### config.mk
export PLATFORM = sky130hd
export DESIGN_NAME = apb_arbiter_flat
export DESIGN_NICKNAME = d
export VERILOG_FILES = /design/src/rtl/apb_arbiter_if.sv /design/src/rtl/apb_arbiter.sv /design/src/flat_wrapper.sv
export SDC_FILE = /design/constraint.sdc
export NUM_CORES = 1
export LEC_CHECK = 0
export BUFFER_PORTS_ARGS = -buffer_cell sky130_fd_sc_hd__clkbuf_2
export CORE_MARGIN = 4
export CORE_UTILIZATION = 40
export DETAILED_ROUTE_END_ITERATION = 6
export HOLD_SLACK_MARGIN = 0.03
export PLACE_DENSITY = 0.79
export SLEW_MARGIN = 40
export SYNTH_ARGS = -nofsm -noshare
export SYNTH_HDL_FRONTEND = slang
export SYNTH_SLANG_ARGS = --single-unit
### constraint.sdc
create_clock -name apb_clk -period 2 [get_ports apb_clk]
set_input_delay 0.4 -clock apb_clk [delete_from_list [all_inputs] [get_ports apb_clk]]
set_output_delay 0.4 -clock apb_clk [all_outputs]
set_load 0.01 [all_outputs]
### src/rtl/apb_arbiter_if.sv
// Requester-side request/response bundle plus the APB completer bus for apb_arbiter.
// The master modport is the arbiter's view; the slave modport is the environment's view.
interface apb_arbiter_if #(
    parameter int NREQ = 2
);
    logic [NREQ-1:0]      req_valid;
    logic [NREQ*32-1:0]   req_addr;
    logic [NREQ-1:0]      req_write;
    logic [NREQ*32-1:0]   req_wdata;
    logic [NREQ-1:0]      req_ack;
    logic [31:0]          rsp_rdata;
    logic                 rsp_err;

    logic                 psel;
    logic                 penable;
    logic                 pwrite;
    logic [31:0]          paddr;
    logic [31:0]          pwdata;
    logic [3:0]           pstrb;
    logic [2:0]           pprot;
    logic [31:0]          prdata;
    logic                 pready;
    logic                 pslverr;

    modport master (
        input  req_valid, req_addr, req_write, req_wdata,
        output req_ack, rsp_rdata, rsp_err,
        output psel, penable, pwrite, paddr, pwdata, pstrb, pprot,
        input  prdata, pready, pslverr
    );

    modport slave (
        output req_valid, req_addr, req_write, req_wdata,
        input  req_ack, rsp_rdata, rsp_err,
        input  psel, penable, pwrite, paddr, pwdata, pstrb, pprot,
        output prdata, pready, pslverr
    );
endinterface

### src/rtl/apb_arbiter.sv
// Round-robin arbiter of NREQ requesters onto one APB completer; grant to ack is 3 cycles with zero waits.
// Requests are held until acked; pready stalls ACCESS up to TIMEOUT cycles, out-of-range addresses error in 1 cycle.
module apb_arbiter #(
    parameter int          NREQ    = 2,
    parameter logic [31:0] BASE    = 32'h0001_0100,
    parameter logic [31:0] LIMIT   = 32'h0001_011C,
    parameter int          TIMEOUT = 16
) (
    input  logic          apb_clk,
    input  logic          rst,
    apb_arbiter_if.master bus
);
    localparam int GW = (NREQ > 2) ? 2 : 1;
    localparam int CW = GW + 1;
    localparam logic [7:0] TMO_LAST = 8'(TIMEOUT - 1);

    typedef enum logic [1:0] {
        IDLE   = 2'd0,
        SETUP  = 2'd1,
        ACCESS = 2'd2,
        DONE   = 2'd3
    } state_t;

    state_t          state_q, state_d;
    logic [GW-1:0]   grant_q, grant_d;
    logic [GW-1:0]   last_q, last_d;
    logic [31:0]     addr_q, addr_d;
    logic [31:0]     wdata_q, wdata_d;
    logic            write_q, write_d;
    logic            psel_q, psel_d;
    logic            penable_q, penable_d;
    logic [NREQ-1:0] ack_q, ack_d;
    logic [31:0]     rdata_q, rdata_d;
    logic            err_q, err_d;
    logic [7:0]      tmo_q, tmo_d;

    logic            pick_vld;
    logic [GW-1:0]   pick_idx;
    logic [CW-1:0]   cand;
    logic [31:0]     sel_addr;
    logic [31:0]     sel_wdata;
    logic            sel_write;
    logic            in_range;

    // Walk from the farthest candidate to the nearest so the requester just after
    // last_q is written last and therefore wins.
    always_comb begin
        pick_vld = 1'b0;
        pick_idx = '0;
        cand     = '0;
        for (int i = NREQ; i >= 1; i--) begin
            cand = CW'(last_q) + CW'(i);
            if (cand >= CW'(NREQ)) begin
                cand = cand - CW'(NREQ);
            end
            if (bus.req_valid[cand[GW-1:0]]) begin
                pick_vld = 1'b1;
                pick_idx = cand[GW-1:0];
            end
        end
    end

    always_comb begin
        sel_addr  = '0;
        sel_wdata = '0;
        sel_write = 1'b0;
        for (int i = 0; i < NREQ; i++) begin
            if (pick_idx == GW'(i)) begin
                sel_addr  = bus.req_addr[32*i +: 32];
                sel_wdata = bus.req_wdata[32*i +: 32];
                sel_write = bus.req_write[i];
            end
        end
    end

    assign in_range = (sel_addr >= BASE) && (sel_addr <= LIMIT);

    always_comb begin
        state_d = state_q;
        grant_d = grant_q;
        last_d  = last_q;
        addr_d  = addr_q;
        wdata_d = wdata_q;
        write_d = write_q;
        tmo_d   = '0;
        rdata_d = '0;
        err_d   = 1'b0;

        case (state_q)
            IDLE: begin
                if (pick_vld) begin
                    grant_d = pick_idx;
                    addr_d  = sel_addr;
                    wdata_d = sel_wdata;
                    write_d = sel_write;
                    if (in_range) begin
                        state_d = SETUP;
                    end else begin
                        state_d = DONE;
                        err_d   = 1'b1;
                    end
                end
            end
            SETUP: begin
                state_d = ACCESS;
            end
            ACCESS: begin
                if (bus.pready) begin
                    state_d = DONE;
                    err_d   = bus.pslverr;
                    rdata_d = (write_q || bus.pslverr) ? 32'h0 : bus.prdata;
                end else if (tmo_q == TMO_LAST) begin
                    state_d = DONE;
                    err_d   = 1'b1;
                end else begin
                    tmo_d = tmo_q + 8'd1;
                end
            end
            DONE: begin
                state_d = IDLE;
                last_d  = grant_q;
            end
            default: begin
                state_d = IDLE;
            end
        endcase

        // Outputs are registered, so they are decoded from the state being entered.
        psel_d    = (state_d == SETUP) || (state_d == ACCESS);
        penable_d = (state_d == ACCESS);
        for (int i = 0; i < NREQ; i++) begin
            ack_d[i] = (state_d == DONE) && (grant_d == GW'(i));
        end
    end

    always_ff @(posedge apb_clk) begin
        if (rst) begin
            state_q   <= IDLE;
            grant_q   <= '0;
            last_q    <= GW'(NREQ - 1);
            addr_q    <= '0;
            wdata_q   <= '0;
            write_q   <= 1'b0;
            psel_q    <= 1'b0;
            penable_q <= 1'b0;
            ack_q     <= '0;
            rdata_q   <= '0;
            err_q     <= 1'b0;
            tmo_q     <= '0;
        end else begin
            state_q   <= state_d;
            grant_q   <= grant_d;
            last_q    <= last_d;
            addr_q    <= addr_d;
            wdata_q   <= wdata_d;
            write_q   <= write_d;
            psel_q    <= psel_d;
            penable_q <= penable_d;
            ack_q     <= ack_d;
            rdata_q   <= rdata_d;
            err_q     <= err_d;
            tmo_q     <= tmo_d;
        end
    end

    assign bus.psel      = psel_q;
    assign bus.penable   = penable_q;
    assign bus.pwrite    = write_q;
    assign bus.paddr     = addr_q;
    assign bus.pwdata    = wdata_q;
    assign bus.pstrb     = 4'hF;
    assign bus.pprot     = 3'b010;
    assign bus.req_ack   = ack_q;
    assign bus.rsp_rdata = rdata_q;
    assign bus.rsp_err   = err_q;

    a_penable_needs_psel: assert property (@(posedge apb_clk) disable iff (rst) penable_q |-> psel_q);
    a_ack_onehot:         assert property (@(posedge apb_clk) disable iff (rst) $onehot0(ack_q));
endmodule

### src/flat_wrapper.sv
// flat-port wrapper written by rule: the top's interface ports become plain ports
module apb_arbiter_flat 
#(
    parameter int          NREQ    = 2,
    parameter logic [31:0] BASE    = 32'h0001_0100,
    parameter logic [31:0] LIMIT   = 32'h0001_011C,
    parameter int          TIMEOUT = 16
)
  (apb_clk, rst, bus_req_valid, bus_req_addr, bus_req_write, bus_req_wdata, bus_req_ack, bus_rsp_rdata, bus_rsp_err, bus_psel, bus_penable, bus_pwrite, bus_paddr, bus_pwdata, bus_pstrb, bus_pprot, bus_prdata, bus_pready, bus_pslverr);
  apb_arbiter_if #(.NREQ(NREQ)) bus_i ();
  input  logic apb_clk;
  input  logic rst;
  input wire logic [$bits(bus_i.req_valid)-1:0] bus_req_valid;
  input wire logic [$bits(bus_i.req_addr)-1:0] bus_req_addr;
  input wire logic [$bits(bus_i.req_write)-1:0] bus_req_write;
  input wire logic [$bits(bus_i.req_wdata)-1:0] bus_req_wdata;
  output wire logic [$bits(bus_i.req_ack)-1:0] bus_req_ack;
  output wire logic [$bits(bus_i.rsp_rdata)-1:0] bus_rsp_rdata;
  output wire logic [$bits(bus_i.rsp_err)-1:0] bus_rsp_err;
  output wire logic [$bits(bus_i.psel)-1:0] bus_psel;
  output wire logic [$bits(bus_i.penable)-1:0] bus_penable;
  output wire logic [$bits(bus_i.pwrite)-1:0] bus_pwrite;
  output wire logic [$bits(bus_i.paddr)-1:0] bus_paddr;
  output wire logic [$bits(bus_i.pwdata)-1:0] bus_pwdata;
  output wire logic [$bits(bus_i.pstrb)-1:0] bus_pstrb;
  output wire logic [$bits(bus_i.pprot)-1:0] bus_pprot;
  input wire logic [$bits(bus_i.prdata)-1:0] bus_prdata;
  input wire logic [$bits(bus_i.pready)-1:0] bus_pready;
  input wire logic [$bits(bus_i.pslverr)-1:0] bus_pslverr;
  assign bus_i.req_valid = bus_req_valid;
  assign bus_i.req_addr = bus_req_addr;
  assign bus_i.req_write = bus_req_write;
  assign bus_i.req_wdata = bus_req_wdata;
  assign bus_req_ack = bus_i.req_ack;
  assign bus_rsp_rdata = bus_i.rsp_rdata;
  assign bus_rsp_err = bus_i.rsp_err;
  assign bus_psel = bus_i.psel;
  assign bus_penable = bus_i.penable;
  assign bus_pwrite = bus_i.pwrite;
  assign bus_paddr = bus_i.paddr;
  assign bus_pwdata = bus_i.pwdata;
  assign bus_pstrb = bus_i.pstrb;
  assign bus_pprot = bus_i.pprot;
  assign bus_i.prdata = bus_prdata;
  assign bus_i.pready = bus_pready;
  assign bus_i.pslverr = bus_pslverr;
  apb_arbiter #(.NREQ(NREQ), .BASE(BASE), .LIMIT(LIMIT), .TIMEOUT(TIMEOUT)) u_core (.apb_clk(apb_clk), .rst(rst), .bus(bus_i));
endmodule
---- After elaboration in Yosys (flattened, before gate mapping) ----
Index checks and enable logic that the tools add are counted.
word-level totals
  register bits after elaboration ......... 114
  logic and storage cells ................. 67
cells by class
  $add $sub $neg .......................... 5
  order comparisons ....................... 6
  equality and inequality tests ........... 7
  multiplexer cells ....................... 25
  bitwise logic cells ..................... 3
  reductions and logical operators ........ 9
operators with widths
  cell                    number
  $mux W32                2
  $ge A32 B17 Y1 const B  1
  $le A32 B17 Y1 const B  1
  $mux W1                 17
  $add A8 B1 Y8 const B   1
  $eq A2 B2 Y1 const B    4
  $eq A8 B4 Y1 const B    1
  $mux W2                 4
  $pmux W2 S4             1
  $reduce_or A4 Y1        2
  $eq A2 B1 Y1 const B    2
  $ge A2 B2 Y1 const B    2
  $lt A1 B2 Y1 const B    2
  $logic_and A1 B1 Y1     3
  $not A1 Y1              3
  $add A1 B1 Y2 const B   1
  $add A1 B2 Y2 const B   1
  $logic_not A2 Y1        1
  $logic_or A1 B1 Y1      2
  $pmux W1 S2             1
  $reduce_and A2 Y1       1
  $sub A1 B1 Y1 const B   2

---- Depth between registers and ports, before layout ----
Gate-level depths: netlist of run 1.
  depth after elaboration ................. 15
  mapped depth ............................ 10
  gate-level depth less buffers ........... 7

---- Least setup slack after synthesis of run 1 ----
No wires, ideal clock.
  path kind ............................... register to register
  from .................................... register u_core.state_q[0]
  to ...................................... register u_core.psel_q (netlist: u_core.bus.psel)
  arrival ................................. 1,898 ps
  required time ........................... 1,884 ps
  setup slack ............................. -14 ps
  stages on the path, launching flop included .. 11
  clock period less this slack ............ 2,014 ps
  cells stage by stage .................... dfxtp_1 -> inv_1 -> ha_1 -> buf_4 -> nor2b_1 -> buf_2 -> buf_2 -> and2_1 -> a21oi_1 -> ha_1 -> nor2b_1
RTL lines
  what                                          RTL line            text
  from (decl)                                   apb_arbiter.sv:24   state_t state_q, state_d;
  from (signal assigned)                        apb_arbiter.sv:151  state_q <= state_d;
  $eq A2 B2 Y1 (tied with other cells)          apb_arbiter.sv:89   case (state_q)
  $pmux W2 S4 *                                 apb_arbiter.sv:89
  net u_core.state_d[1]                         apb_arbiter.sv:24
  $eq A2 B1 Y1 or $eq A2 B2 Y1 (tied branches)  apb_arbiter.sv:129  psel_d = (state_d == SETUP) || (state_d == ACCESS);
  $logic_or A1 B1 Y1 *                          apb_arbiter.sv:129
  net u_core.psel_d                             apb_arbiter.sv:30   logic psel_q, psel_d;
  to (signal assigned)                          apb_arbiter.sv:157  psel_q <= psel_d;
  to (decl)                                     apb_arbiter.sv:30
The timed path passes the listed nets; every way through them passes the cells marked *.
A chain may end at the register's enable or synchronous reset.

---- Worst setup path in the final report of run 1 ----
  from .................................... register u_core.last_q
  to ...................................... register u_core.psel_q (netlist: u_core.bus.psel)
on the way
  cells in the longest elaborated chain, start to end .. 15
ends and longest elaborated chain
  what                                              RTL line                              text
  from (decl)                                       apb_arbiter.sv:26                     logic [GW-1:0] last_q, last_d;
  from (signal assigned)                            apb_arbiter.sv:140                    last_q <= GW'(NREQ - 1);
  from (signal assigned)                            apb_arbiter.sv:153                    last_q <= last_d;
  $add A1 B2 Y2                                     apb_arbiter.sv:52                     cand = CW'(last_q) + CW'(i);
  $ge A2 B2 Y1 or $sub A1 B1 Y1 (tied branches)     apb_arbiter.sv:53, apb_arbiter.sv:54
  $mux W1                                           apb_arbiter.sv:53                     if (cand >= CW'(NREQ)) begin
  $mux W1 (implied by the code) (2 in series)       apb_arbiter.sv:56                     if (bus.req_valid[cand[GW-1:0]]) begin
  $mux W1 (2 in series)                             apb_arbiter.sv:56
  $mux W32                                          apb_arbiter.sv:68                     if (pick_idx == GW'(i)) begin
  $ge A32 B17 Y1 or $le A32 B17 Y1 (tied branches)  apb_arbiter.sv:76                     assign in_range = (sel_addr >= BASE) && (sel_addr <= LIMIT);
  $logic_and A1 B1 Y1                               apb_arbiter.sv:76
  $mux W2                                           apb_arbiter.sv:96                     if (in_range) begin
  $mux W2 *                                         apb_arbiter.sv:91                     if (pick_vld) begin
  $pmux W2 S4 *                                     apb_arbiter.sv:89
  net u_core.state_d[1]                             apb_arbiter.sv:24
  $eq A2 B1 Y1 or $eq A2 B2 Y1 (tied branches)      apb_arbiter.sv:129
  $logic_or A1 B1 Y1 *                              apb_arbiter.sv:129
  net u_core.psel_d                                 apb_arbiter.sv:30
The timed path passes the listed nets; every way through them passes the cells marked *. The select of a mux whose other input is x is not followed.

==> results.ini, run 1 <==
[floorplanning]
rows=39
initial_core_util=0.412
die_w_um=117
dieArea_um2=13700
die_h_um=117
io_pins=277
core_area_um2=11500

[place]
place.gp.congestion=0.844
io_buffer_count=269
post-place-ws_ps=-282
dpl_cell_area_um2=6140
hpwlAfterDp_um=10200

[logic_synthesis]
synth_top_family_by_area=simple AND/OR/NAND/NOR gates
synth_mux_area_frac=0.144
ys_seq_elements=114
yosysWarnings=0
synth_edf_count=0
netlist_instances=470
syn_area_um2=4740
synth-xor-area-share=0.0111
synthFlopType=dfxtp_1
synth-simple-area-share=0.151
netlist-cell-type-count=39
synth_compound_area_frac=0.130
ys_seq_area_frac=0.481
async_flop_share=0
syn_avg_cell_area_um2=10.1
synthAdderAreaFrac=0.0158

[pwr]
ir_drop_mv=0.738
pwr_density_cell_nw_per_um2=1260
p_leak_nw=3.18

[worst_setup_path]
rrSetupSlack_ps=160
cp_num_buf_inv=0
cpLargestDelayFamily=multiplexers
worstPathCellList=a21boi_4, mux2_1, and2_1, a21oi_2, ha_1, nor2b_1
crit_slowest_cell=mux2_1
crit_fanout=3
cp.arrival_ps=2100
rr_startpoint=u_core.last_q
cp.required_ps=2270
rr_endpoint=u_core.bus.psel
critPathMaxStageDelay_ps=410
worstSetupEndpointType=flip-flop
start_kind=flip-flop
reg2reg_depth=6
crit_type=reg2reg

[global_route]
grt_max_degree=132
gr-total-overflow=0
grt_pass1_vias=4258
grt_pass1_wl_um=20300
grtUsageTotal=0.193
antenna_found_initial=0

[min_path]
hold_path_class=in2reg
min-delay-start=bus_prdata[9]
whs_endpoint=u_core.bus.rsp_rdata[9]
hold_depth=2

[clocking]
cts_root_buf=clkbuf_16
cts_sinks=114
clk_latency_ps=410
cts-htree-levels=4
ctsHoldBuffers=0
clkTransAtPathRegs_ps=60
cts_inserted_buffers=17
postCtsResizedCells=0
cts_tree=done
clock_path_buffers=2
post-cts-setup-buffers=0

[timing]
hold_viol_final=0
fmax_mhz=544
slew_headroom=0.477
rsz0062_at_grt=false
period_share=0.919
fin_ws_ps=163
period_needed_ps=1840
skew_ps=7.36
setup_viol=0
whs_ps=186
worstMarginPinSlew_ps=784
slew_violations=0

[finish]
nNetsFinal=908
syn_to_final_growth_pct=41.0
drive_gt1_frac=0.431
diodes=0
seqCellArea_um2=2280
final_cell_area_um2=6690
multiInputGateArea_um2=2190
fill_cells=1030

[routing]
ant_nets=0
avgRoutedWirePerCell_um=14.8
drt_wl_total_um=13200
num_vias=4332
drc_errors=0
first_iter_violations=228
first_pass_iters=4
via_per_inst=4.87

[flow_run]
drv_cap=0

[outcome]
run_status=complete, no violations

[layout by cell type, fill, tap and decap left out, types with 2 or more instances in the layout]
master	count
nor4_1	9
and3_1	2
inv_6	6
o2111ai_1	2
clkinv_2	2
nand3_1	3
nand4_1	3
nor2_1	78
nor4b_1	4
conb_1	7
a31o_2	2
buf_12	2
mux2i_1	67
a21oi_1	2
clkbuf_2	269
clkbuf_16	17
xnor2_1	4
and2_1	34
inv_1	5
nand2_1	4
o22ai_1	2
ha_1	6
xor2_1	2
clkinv_4	4
buf_4	11
a211oi_1	65
dfxtp_1	114
nor2b_1	2
nor3_1	3
clkinvlp_4	2
[per-stage QoR]
| step | setup TNS (ps) | instances | power (mW) | util |
|---|---|---|---|---|
| after CTS | 0 | 890 | 8.59 | 0.581 |
| after floorplan | 0 | 475 | 4.84 | - |
| final | 0 | 890 | 8.45 | 0.581 |
| after global placement | -825 | 858 | 5.74 | 0.533 |
| after global routing | 0 | 890 | 9.07 | 0.581 |
| after detailed placement | -914 | 858 | 5.80 | 0.533 |
[how the worst max path moves through the flow]
stage                      start         endpoint  cells past startpoint
2_1_floorplan  u_core.state_q[0]  u_core.bus.psel                     10
3_3_place_gp    bus_req_addr[54]  u_core.bus.psel                      9
3_5_place_dp    bus_req_addr[54]  u_core.bus.psel                      9
4_1_cts            u_core.last_q  u_core.bus.psel                      6
5_1_grt            u_core.last_q  u_core.bus.psel                      6
6_report           u_core.last_q  u_core.bus.psel                      6
[sequential cells by signal, summed over array words and instances, names as in the netlist]
register / flops
u_core.bus.pwrite: 1
u_core.tmo_q: 8
u_core.bus.penable: 1
u_core.bus.paddr: 32
u_core.bus.req_ack: 2
u_core.last_q: 1
u_core.bus.rsp_rdata: 32
u_core.bus.rsp_err: 1
u_core.state_q: 2
u_core.bus.pwdata: 32
u_core.grant_q: 1
u_core.bus.psel: 1
[cells by family (layout without fill, tap and decap cells)]
| group | count (synthesis) | count (layout) |
|---|---|---|
| and+or+nand+nor | 146 | 146 |
| DFF | 114 | 114 |
| AOI/OAI and AO/OA | 81 | 81 |
| muxes | 68 | 68 |
| buffers and inverters | 47 | 319 |
| adders and majority gates | 6 | 6 |
| xor gates and xnor gates | 6 | 6 |
| other | 2 | 7 |
[final cells by class]
cell class              count  share of cell area
clock buffers              17              0.0636
repair buffers            282               0.220
inverters                   5             0.00281
clock inverters            15              0.0185
flip-flops and latches    114               0.341
well taps                 143              0.0268
multi-input cells         314               0.327
[report_power, final]
group	switching (mW)	leakage, nW	internal [mW]
Clock	1.13	0.267	1.61
Combinational	1.51	1.98	1.12
Sequential	0.266	0.936	2.81
Total	2.91	3.18	5.54
[synthesized netlist by cell type (3+ instances only)]
master | count | area, um2
a211oi_1 | 65 | 488
a21oi_1 | 3 | 15.0
and2_1 | 34 | 213
buf_12 | 3 | 60.1
buf_2 | 10 | 50.1
buf_4 | 12 | 90.1
clkbuf_1 | 14 | 52.6
dfxtp_1 | 114 | 2280
ha_1 | 6 | 75.1
inv_1 | 5 | 18.8
mux2i_1 | 67 | 671
nand2_1 | 4 | 15.0
nand3_1 | 3 | 15.0
nand4_1 | 3 | 18.8
nor2_1 | 78 | 293
nor2b_1 | 3 | 18.8
nor3_1 | 3 | 15.0
nor4_1 | 9 | 56.3
nor4b_1 | 4 | 35.0
xnor2_1 | 4 | 35.0
[layer usage]
metal  global-route usage  routed length [um]
met5                    0                   0
met4               0.0917                 350
met3               0.0756                1360
met2                0.333                6450
met1                0.208                5010
(Power assumes the default switching activity.)
==> run 2, diff against run 1 <==
CORE_UTILIZATION = 41   (was 40)
CTS_BUF_LIST = sky130_fd_sc_hd__clkbuf_8   (was default)
PLACE_DENSITY = 0.81   (was 0.79)
==> run 2 against run 1 <==
Compared with the run above:
- final cell count decreased by 0.11%
- register-to-register slack about the same
- utilization decreased by 0.85 points
- global-route usage fell by 0.37 points
- clock power decreased by 26%
- via count hardly changed
- critical endpoint unchanged
- largest power group unchanged
==> results.ini, run 2 (synthesized netlist as in run 1, its figures left out) <==
[outcome]
run_status=complete, no violations  ; unchanged

[floorplanning]
die_h_um=116  ; was 117 um
core_area_um2=11400  ; was 11,500 um2
rows=39  ; unchanged
dieArea_um2=13300  ; was 13,700 um2
io_pins=277  ; unchanged
die_w_um=116  ; was 117 um
initial_core_util=0.417  ; was 0.412

[finish]
layout.cells.most_common=clkbuf_2  ; unchanged
layout.cells.non_filler=889  ; was 890
final_cell_mix=clkbuf_2, dfxtp_1, nor2_1  ; unchanged
final_cell_area_um2=6500  ; was 6690 um2
syn_to_final_growth_pct=37.2  ; was 41.0%
fill_cells=1012  ; was 1,030
diodes=0  ; unchanged
nNetsFinal=907  ; was 908
drive_gt1_frac=0.433  ; was 0.431

[timing]
period_share=0.916  ; was 0.919
fin_ws_ps=168  ; was 163 ps
skew_ps=10.7  ; was 7.36 ps
rsz0062_at_grt=false  ; unchanged
hold_viol_final=0  ; unchanged
slew_headroom=0.476  ; was 0.477
worstMarginPinSlew_ps=785  ; was 784 ps
setup_viol=0  ; unchanged
slew_violations=0  ; unchanged
fmax_mhz=546  ; was 544 MHz
period_needed_ps=1830  ; was 1840 ps
tns_ps=0  ; unchanged

[routing]
num_vias=4328  ; was 4,332
via_per_inst=4.87  ; about the same
ant_nets=0  ; unchanged
first_iter_violations=202  ; was 228
drc_errors=0  ; unchanged
drt_wl_total_um=12900  ; was 13,200 um
avgRoutedWirePerCell_um=14.5  ; was 14.8 um
first_pass_iters=4  ; unchanged

[clocking]
cts_root_buf=clkbuf_8  ; was clkbuf_16
cts-htree-levels=4  ; unchanged
ctsHoldBuffers=0  ; unchanged
cts_inserted_buffers=17  ; unchanged
cts_tree=done  ; unchanged
clock_path_buffers=2  ; unchanged
clkTransAtPathRegs_ps=70  ; was 60 ps
clk_latency_ps=420  ; was 410 ps
cts_sinks=114  ; unchanged

[worst_setup_path]
crit_type=reg2reg  ; unchanged
rr_startpoint=u_core.tmo_q[0]  ; was u_core.last_q
critPathMaxStageDelay_ps=330  ; was 410 ps
worstSetupEndpointType=flip-flop  ; unchanged
cp.required_ps=2270  ; about the same
crit_slowest_cell=dfxtp_1  ; was mux2_1
worstPathCellList=ha_1, and3_1, a21oi_2, mux2i_1, o22a_1, ha_1, nor2b_1  ; was a21boi_4, mux2_1, and2_1, a21oi_2, ha_1, nor2b_1
crit_fanout=4  ; was 3
cp-startpoint=u_core.tmo_q[0]  ; was u_core.last_q
start_kind=flip-flop  ; unchanged
cpLargestDelayFamily=adder cells  ; was multiplexers
cp.arrival_ps=2110  ; was 2100 ps
rrSetupSlack_ps=170  ; was 160 ps
cp_num_buf_inv=0  ; unchanged
crit_path_frequent_cell=ha_1

[global_route]
gr-usage-met1=0.224  ; was 0.208
grt_pass1_wl_um=19700  ; was 20,300 um
met3_usage=0.0757  ; was 0.0756
antenna_found_initial=0  ; unchanged
grtUsageTotal=0.190  ; was 0.193
grt_max_degree=132  ; unchanged
busiest_layer=met2  ; unchanged
gr-total-overflow=0  ; unchanged
use_met2=0.316  ; was 0.333
grt_pass1_vias=3951  ; was 4,258

[place]
post-place-ws_ps=-282  ; about the same
io_buffer_count=269  ; unchanged
place.gp.congestion=0.959  ; was 0.844
dp_cells=857  ; was 858
hpwlAfterDp_um=9940  ; was 10,200 um
dpl_cell_area_um2=6120  ; was 6140 um2

[pwr]
p_leak_nw=3.10  ; was 3.18 nW
pwr_density_cell_nw_per_um2=1180  ; was 1260 nW/um2
ir_drop_mv=0.699  ; was 0.738 mV
p_total_mw=7.69  ; was 8.45 mW

[flow_run]
drv_cap=0  ; unchanged

[min_path]
hold_path_class=in2reg  ; unchanged
min-delay-start=bus_prdata[9]  ; unchanged

==> run 2: cell count changes in the layout (fill, tap and decap cells not counted) <==
| cell | before | now |
|---|---|---|
| clkbuf_16 | 17 | 0 |
| bufinv_16 | 0 | 1 |
| nor4_2 | 0 | 1 |
| clkbuf_8 | 0 | 18 |
| nor4_1 | 9 | 8 |
| clkinv_2 | 2 | 3 |
| a21oi_2 | 1 | 2 |
| buf_12 | 2 | 1 |
| a21oi_1 | 2 | 1 |
| inv_6 | 6 | 4 |
| inv_8 | 1 | 0 |
==> run 2: routing by layer <==
layer | share of wire | wire, um | up-vias
met1 | 0.39 | 5050 | 1910
met5 | 0 | 0 | -
met3 | 0.10 | 1300 | 16
met4 | 0.015 | 197 | 0
met2 | 0.49 | 6330 | 201
li1 | - | - | 2201
==> run 2: worst paths after layout <==
kind	endpoint	depth (start not counted)
min	u_core.bus.rsp_rdata[9]	2
min reg2reg	u_core.tmo_q[0]	1
max	u_core.bus.psel	7
max reg2reg	u_core.bus.psel	7
==> run 2: where the power goes <==
part	switching (mW)	internal (mW)
sequential	0.262	2.81
combinational	1.49	1.11
clock	0.990	1.03
total	2.74	4.95
==> run 2: stage by stage <==
stage          utilization  hold WS (ps)
6_report             0.572           182
5_1_grt              0.572           134
4_1_cts              0.571           145
3_5_place_dp         0.538           444
3_3_place_gp         0.538           429
2_1_floorplan            -           418
==> run 2: final cells by class <==
type / count / area, um2 / area share
well taps: 143 / 179 / 0.0275
inverters: 5 / 18.8 / 0.00289
clock inverters: 14 / 130 / 0.0200
flip-flops and latches: 114 / 2280 / 0.351
repair buffers: 281 / 1450 / 0.223
multi-input cells: 314 / 2200 / 0.338
clock buffers: 18 / 248 / 0.0381
==> run 2: worst reg2reg max path: cells and delay by family (launching register included) <==
family	cells	cell delay, ps
AOI/OAI and AO/OA	2	380
adders and majority gates	2	480
DFF	1	330
muxes	1	120
and+or+nand+nor	2	370
==> run 2: repair_timing <==
| action | in CTS | in global routing |
|---|---|---|
| gates resized for setup | 0 | 2 |
| setup buffers | 0 | 0 |
| setup endpoints to repair | 0 | 1 |
